<file path="config.mk">
export PLATFORM = sky130hd
export DESIGN_NAME = linear_seq_ctrl
export DESIGN_NICKNAME = d
export VERILOG_FILES = /design/src/rtl/linear_seq_ctrl.sv
export SDC_FILE = /design/constraint.sdc
export NUM_CORES = 1
export LEC_CHECK = 0
export BUFFER_PORTS_ARGS = -buffer_cell sky130_fd_sc_hd__buf_2
export CAP_MARGIN = 40
export CORE_MARGIN = 2
export CORE_UTILIZATION = 56
export CTS_CLUSTER_DIAMETER = 100
export DETAILED_ROUTE_END_ITERATION = 7
export PLACE_DENSITY = 0.8
export RECOVER_POWER = 50
export SYNTH_ARGS = -nofsm -noshare
export SYNTH_HDL_FRONTEND = slang
export SYNTH_SLANG_ARGS = --single-unit
export TNS_END_PERCENT = 20
</file>
<file path="constraint.sdc">
create_clock -name clk -period 4.3 [get_ports clk]
set_input_delay 0.645 -clock clk [delete_from_list [all_inputs] [get_ports clk]]
set_output_delay 0.645 -clock clk [all_outputs]
set_load 0.01 [all_outputs]
</file>
<file path="src/rtl/linear_seq_ctrl.sv">
// rtl/linear_seq_ctrl.sv - Sequencer feeding a fully connected layer and picking the argmax class
//
// Purpose: on start, streams N_IN features from a feature buffer into an
// external FC layer, waits (bounded by TIMEOUT) for the FC result, then scans
// the N_OUT signed class sums one per cycle and reports the winner.
//
// Ports:
//   clk, rst_n             clock, asynchronous active-low reset
//   start                  request one inference (honoured only when idle)
//   feat_pause             suspends feature reads while feeding
//   feat_rd_en/addr/data   feature buffer read port (data one cycle after en)
//   lin_data_in/_valid     feature stream into the FC layer
//   lin_data_out/_valid    packed signed FC sums, class k at [32k+31:32k]
//   busy                   high whenever not idle
//   done                   one-cycle pulse with class_id/class_score valid
//   class_id, class_score  argmax index and its signed score
//   err_timeout            sticky: FC result not seen in time

module linear_seq_ctrl #(
    parameter int DATA_WIDTH = 16,
    parameter int N_IN       = 75,
    parameter int N_OUT      = 3,
    parameter int TIMEOUT    = 15
) (
    input  logic                  clk,
    input  logic                  rst_n,
    input  logic                  start,
    input  logic                  feat_pause,
    output logic                  feat_rd_en,
    output logic [6:0]            feat_rd_addr,
    input  logic [DATA_WIDTH-1:0] feat_rd_data,
    output logic [DATA_WIDTH-1:0] lin_data_in,
    output logic                  lin_data_in_valid,
    input  logic [32*N_OUT-1:0]   lin_data_out,
    input  logic                  lin_data_out_valid,
    output logic                  busy,
    output logic                  done,
    output logic [1:0]            class_id,
    output logic [31:0]           class_score,
    output logic                  err_timeout
);

    localparam int WW = $clog2(TIMEOUT + 1);

    typedef enum logic [2:0] {
        S_IDLE,
        S_FEED,
        S_WAIT,
        S_ARGMAX,
        S_DONE
    } state_t;

    state_t             state;
    logic [6:0]         rd_cnt;
    logic [WW-1:0]      wait_cnt;
    logic [1:0]         am_idx;
    logic [1:0]         best_idx;
    logic signed [31:0] best_score;
    logic signed [31:0] score [N_OUT];

    logic signed [31:0] cur_score;
    logic               take;
    logic [1:0]         nxt_idx;
    logic signed [31:0] nxt_score;

    // Buffer data arrives one cycle after the strobe, so the registered
    // strobe qualifies the raw read data directly.
    assign lin_data_in = lin_data_in_valid ? feat_rd_data : '0;

    // Strict greater-than keeps the earliest index on ties; the first class
    // always seeds the running best.
    always_comb begin
        cur_score = score[am_idx];
        take      = (am_idx == 2'd0) || (cur_score > best_score);
        nxt_idx   = take ? am_idx : best_idx;
        nxt_score = take ? cur_score : best_score;
    end

    always_ff @(posedge clk or negedge rst_n) begin
        if (!rst_n) begin
            state             <= S_IDLE;
            rd_cnt            <= '0;
            wait_cnt          <= '0;
            am_idx            <= '0;
            best_idx          <= '0;
            best_score        <= '0;
            for (int k = 0; k < N_OUT; k++) score[k] <= '0;
            feat_rd_en        <= 1'b0;
            feat_rd_addr      <= '0;
            lin_data_in_valid <= 1'b0;
            busy              <= 1'b0;
            done              <= 1'b0;
            class_id          <= '0;
            class_score       <= '0;
            err_timeout       <= 1'b0;
        end else begin
            done              <= 1'b0;
            feat_rd_en        <= 1'b0;
            lin_data_in_valid <= feat_rd_en;
            case (state)
                S_IDLE: begin
                    if (start) begin
                        state       <= S_FEED;
                        rd_cnt      <= '0;
                        busy        <= 1'b1;
                        err_timeout <= 1'b0;
                    end
                end
                S_FEED: begin
                    if (!feat_pause) begin
                        feat_rd_en   <= 1'b1;
                        feat_rd_addr <= rd_cnt;
                        rd_cnt       <= rd_cnt + 7'd1;
                        if (rd_cnt == 7'(N_IN - 1)) begin
                            state    <= S_WAIT;
                            wait_cnt <= '0;
                        end
                    end
                end
                S_WAIT: begin
                    if (lin_data_out_valid) begin
                        for (int k = 0; k < N_OUT; k++)
                            score[k] <= lin_data_out[32*k +: 32];
                        am_idx <= '0;
                        state  <= S_ARGMAX;
                    end else if (wait_cnt == WW'(TIMEOUT - 1)) begin
                        err_timeout <= 1'b1;
                        busy        <= 1'b0;
                        state       <= S_IDLE;
                    end else begin
                        wait_cnt <= wait_cnt + 1'b1;
                    end
                end
                S_ARGMAX: begin
                    best_idx   <= nxt_idx;
                    best_score <= nxt_score;
                    if (am_idx == 2'(N_OUT - 1)) begin
                        class_id    <= nxt_idx;
                        class_score <= nxt_score;
                        done        <= 1'b1;
                        state       <= S_DONE;
                    end else begin
                        am_idx <= am_idx + 2'd1;
                    end
                end
                S_DONE: begin
                    busy  <= 1'b0;
                    state <= S_IDLE;
                end
                default: begin
                    busy  <= 1'b0;
                    state <= S_IDLE;
                end
            endcase
        end
    end

endmodule

</file>
==> summary.txt <==
Status = finished, violations left
Failing checks = capacitance limit, slew limit
PortBufs = 178
Placed instance count = 1214
Share of cells above drive strength 1 = 35.3%
Fill count = 1312
Final Cell Area = 11300 um2
VDD IR-drop max = 405 uV
Core area = 17100 um2
Worst slack at placement = 0.332 ns
Compound-Gate Fraction of Synth Area = 9.55%
Final Hold Viols = 0
Power Density = 866 nW/um2
Hold EP = lin_data_in_valid
Max-slew headroom = -46.3%
Die W = 136 um
Post-CTS Resized = 0
Reg2reg end = class_score[15]
Vias in the first global route = 6714
Post-Syn Area = 9710 um2
RSZ-0062 raised after global routing = no
Required time of the critical path = 4.64 ns
Crit share post-route = 95.1%
Worst hold path type = flop to flop
Max FO, Critical Path = 34
IO Count = 179
Post-synthesis area per instance = 11.5 um2
Gate Count Post-Synth = 845
Setup CP Type = flop to flop
TritonCTS Buffers = 17
Worst Tran Pin Value = 2.19 ns
Mux contribution to synthesized area = 20.5%
Synthesized Nets = 1000
Most frequent cells in the layout = dfrtp_1, buf_2, mux2_2
Crit. Startpoint = am_idx[1]
Die height = 136 um
FF-to-FF path depth = 11
Number of flops mapped to enable cells by yosys = 0
N_diodes = 0
Total GRT Usage = 24.6%
Routability cong. = 0.884
Std cell rows = 48
Clock Tree Root = clkbuf_16
Xor/xnor cell area share of the yosys netlist = 0.271%
FF+latch count, synth = 192
Clock slew at reported path FFs = 0.07 ns
Hold path depth = 0
Initial antenna violation count = 0
HPWL after DPL = 15.7 mm
Top cell family by delay on the critical path = simple AND/OR/NAND/NOR gates
R2r setup slk = 0.21 ns
Clk sinks = 192
Postcts setup bufs = 0
Commonest non-fill, non-tap cell in the layout = dfrtp_1
Initial core utilization = 56.7%
PnR Total Power = 9.81 mW
Layout area overhead = 16.7%
Post-synthesis adder-cell area fraction = 4.90%
Via count = 7007
Critical Path Slowest Stage Cell = or4b_4
CP cell instances = buf_12 -> mux2i_1 -> o21ai_0 -> ha_1 -> nand4_1 -> or4_1 -> or4b_4 -> o21ai_4 -> buf_4 -> o21ai_0 -> a31o_2
Maxcap violations = 1
Die Area = 18400 um2
Critical path launch point type = flop
Fmax = 245 MHz
RR Startpoint = am_idx[1]
Placed inst area = 10800 um2
Clock tree from TritonCTS = yes
Drt drc = 0
Non-Filler Instances = 1246
Setup_tns = 0 ns
Post-synthesis cell type count = 52
Leak = 5.34 nW
DRT antenna net count = 0
Register area share after synthesis = 49.5%
Min cycle time layout = 4.09 ns
CTS H-Tree Depth = 4
Total Routed Length = 21.8 mm
Total gr overflow = 0
CTS max path bufs = 2
Endpoints failing setup = 0
CTS Hold Buffers Added = 0
Hold path start = feat_rd_en
Worst-Skew Late Latency = 0.45 ns
Clk_skew = 0.0127 ns
Crit path buffers/inverters = 2
Final #Nets = 1163
Largest net degree at the start of global routing = 90
Critical Path AT = 4.42 ns
Main combinational cell family by area after synthesis = multiplexers
Syn. warnings = 0
Final worst-path setup slack = 0.213 ns
FFs w/ async S/R, synth = 100%
Final Max Slew Viols = 90
Crit-path max cell delay = 0.55 ns
Post-Synth Simple-Gate Area = 11.4%
CP endpoint kind = flop
Routed WL per cell = 17.5 um
TritonRoute pass-1 iters = 5
Prevailing post-synth register cell = dfrtp_1
Vias per cell = 5.62
Global-route wire length before repair = 35.1 mm
Starting DRT DRC Count = 476
Most used cell, CP = o21ai_0
[worst register-to-register path, delay by kind of cell, from the launching register on]
kind / cells / cell delay [ns]
AOI/OAI and AO/OA: 4 / 1.03
adders and majority gates: 1 / 0.39
buffers and inverters: 2 / 0.60
DFF: 1 / 0.50
muxes: 1 / 0.24
and+or+nand+nor: 3 / 1.23
[logic make-up after synthesis]
kind of cell | after synthesis
multiplexers | 170
AND/OR/NAND/NOR | 206
XOR/XNOR | 3
buffers and inverters | 91
AO/OA/AOI/OAI | 145
adder cells (fa/ha/maj) | 38
flip-flops | 192
[metal layers]
layer  part of all wire [%]  vias up  wire [um]  track usage, %
met3                    6.1       32       1330            5.31
met1                     47     3438      10300            37.0
met2                     45      229       9740            35.6
li1                       -     3308          -               -
met4                    2.1        0        461            7.64
met5                      0        -          0               0
[stage by stage]
stage                     util [%]  hold WS [ns]
after floorplan                  -         0.349
after global placement        63.1         0.359
after detailed placement      63.3         0.358
after CTS                     66.7        0.0747
after global routing          66.2         0.382
final                         66.2         0.375
[synth_stat cells (2+ instances only)]
cell        n  area share [%]
clkbuf_1   37             1.4
o22ai_1     2            0.13
mux2_4     30             4.6
o21bai_1    2            0.15
a21oi_1    17            0.88
nand2_1    52             2.0
a31o_1     17             1.5
buf_2       2            0.10
o31ai_1     3            0.23
buf_6       5            0.58
nor2_1     27             1.0
or3_1      36             2.3
and3_1      2            0.13
mux2i_1    32             3.3
nand3b_1    2            0.15
nand3_1     9            0.46
mux2_2    108              13
a31o_2     15             1.4
inv_1      39             1.5
nand4_1     5            0.32
nor2b_1    35             2.3
a21o_1      3            0.23
nor3b_1     3            0.23
o21ai_0    74             3.8
buf_1       5            0.19
and2_1     19             1.2
ha_1       38             4.9
a31oi_1     2            0.13
xor2_1      2            0.18
clkbuf_2    2            0.10
nor3_1      7            0.36
dfrtp_1   192              49
o211ai_1    2            0.15
[area by class of cell]
class,instances,area (um2),share of cell area [%]
clock buffer,19,433,3.82
tap,225,282,2.48
clock inverter,13,153,1.35
inverter,39,146,1.29
timing repair buffer,196,991,8.74
multi-input combinational,562,4530,39.9
sequential,192,4810,42.4
[power breakdown]
group	total (mW)	switching, mW	leakage, nW	internal (mW)
clock	1.59	0.722	0.286	0.870
sequential	3.18	0.529	2.36	2.65
combinational	5.05	2.67	2.69	2.37
[worst max-delay path by stage]
stage | endpoint | cells after the start | slack [ns]
2_1_floorplan | best_idx[0] | 12 | 0.45
3_3_place_gp | class_score[16] | 11 | 0.43
3_5_place_dp | class_score[21] | 11 | 0.33
4_1_cts | class_score[15] | 11 | 0.27
5_1_grt | class_score[8] | 11 | 0.02
6_report | class_score[15] | 11 | 0.21
[registers in the layout (all words and copies together), names as in the netlist, 2 cells and up]
register and cells:
best_score 32, class_score 32, score 96, rd_cnt 7, best_idx 2, feat_rd_addr 7
class_id 2, am_idx 2, state 3, wait_cnt 4
Note: power is estimated with default switching activity, not from simulation.
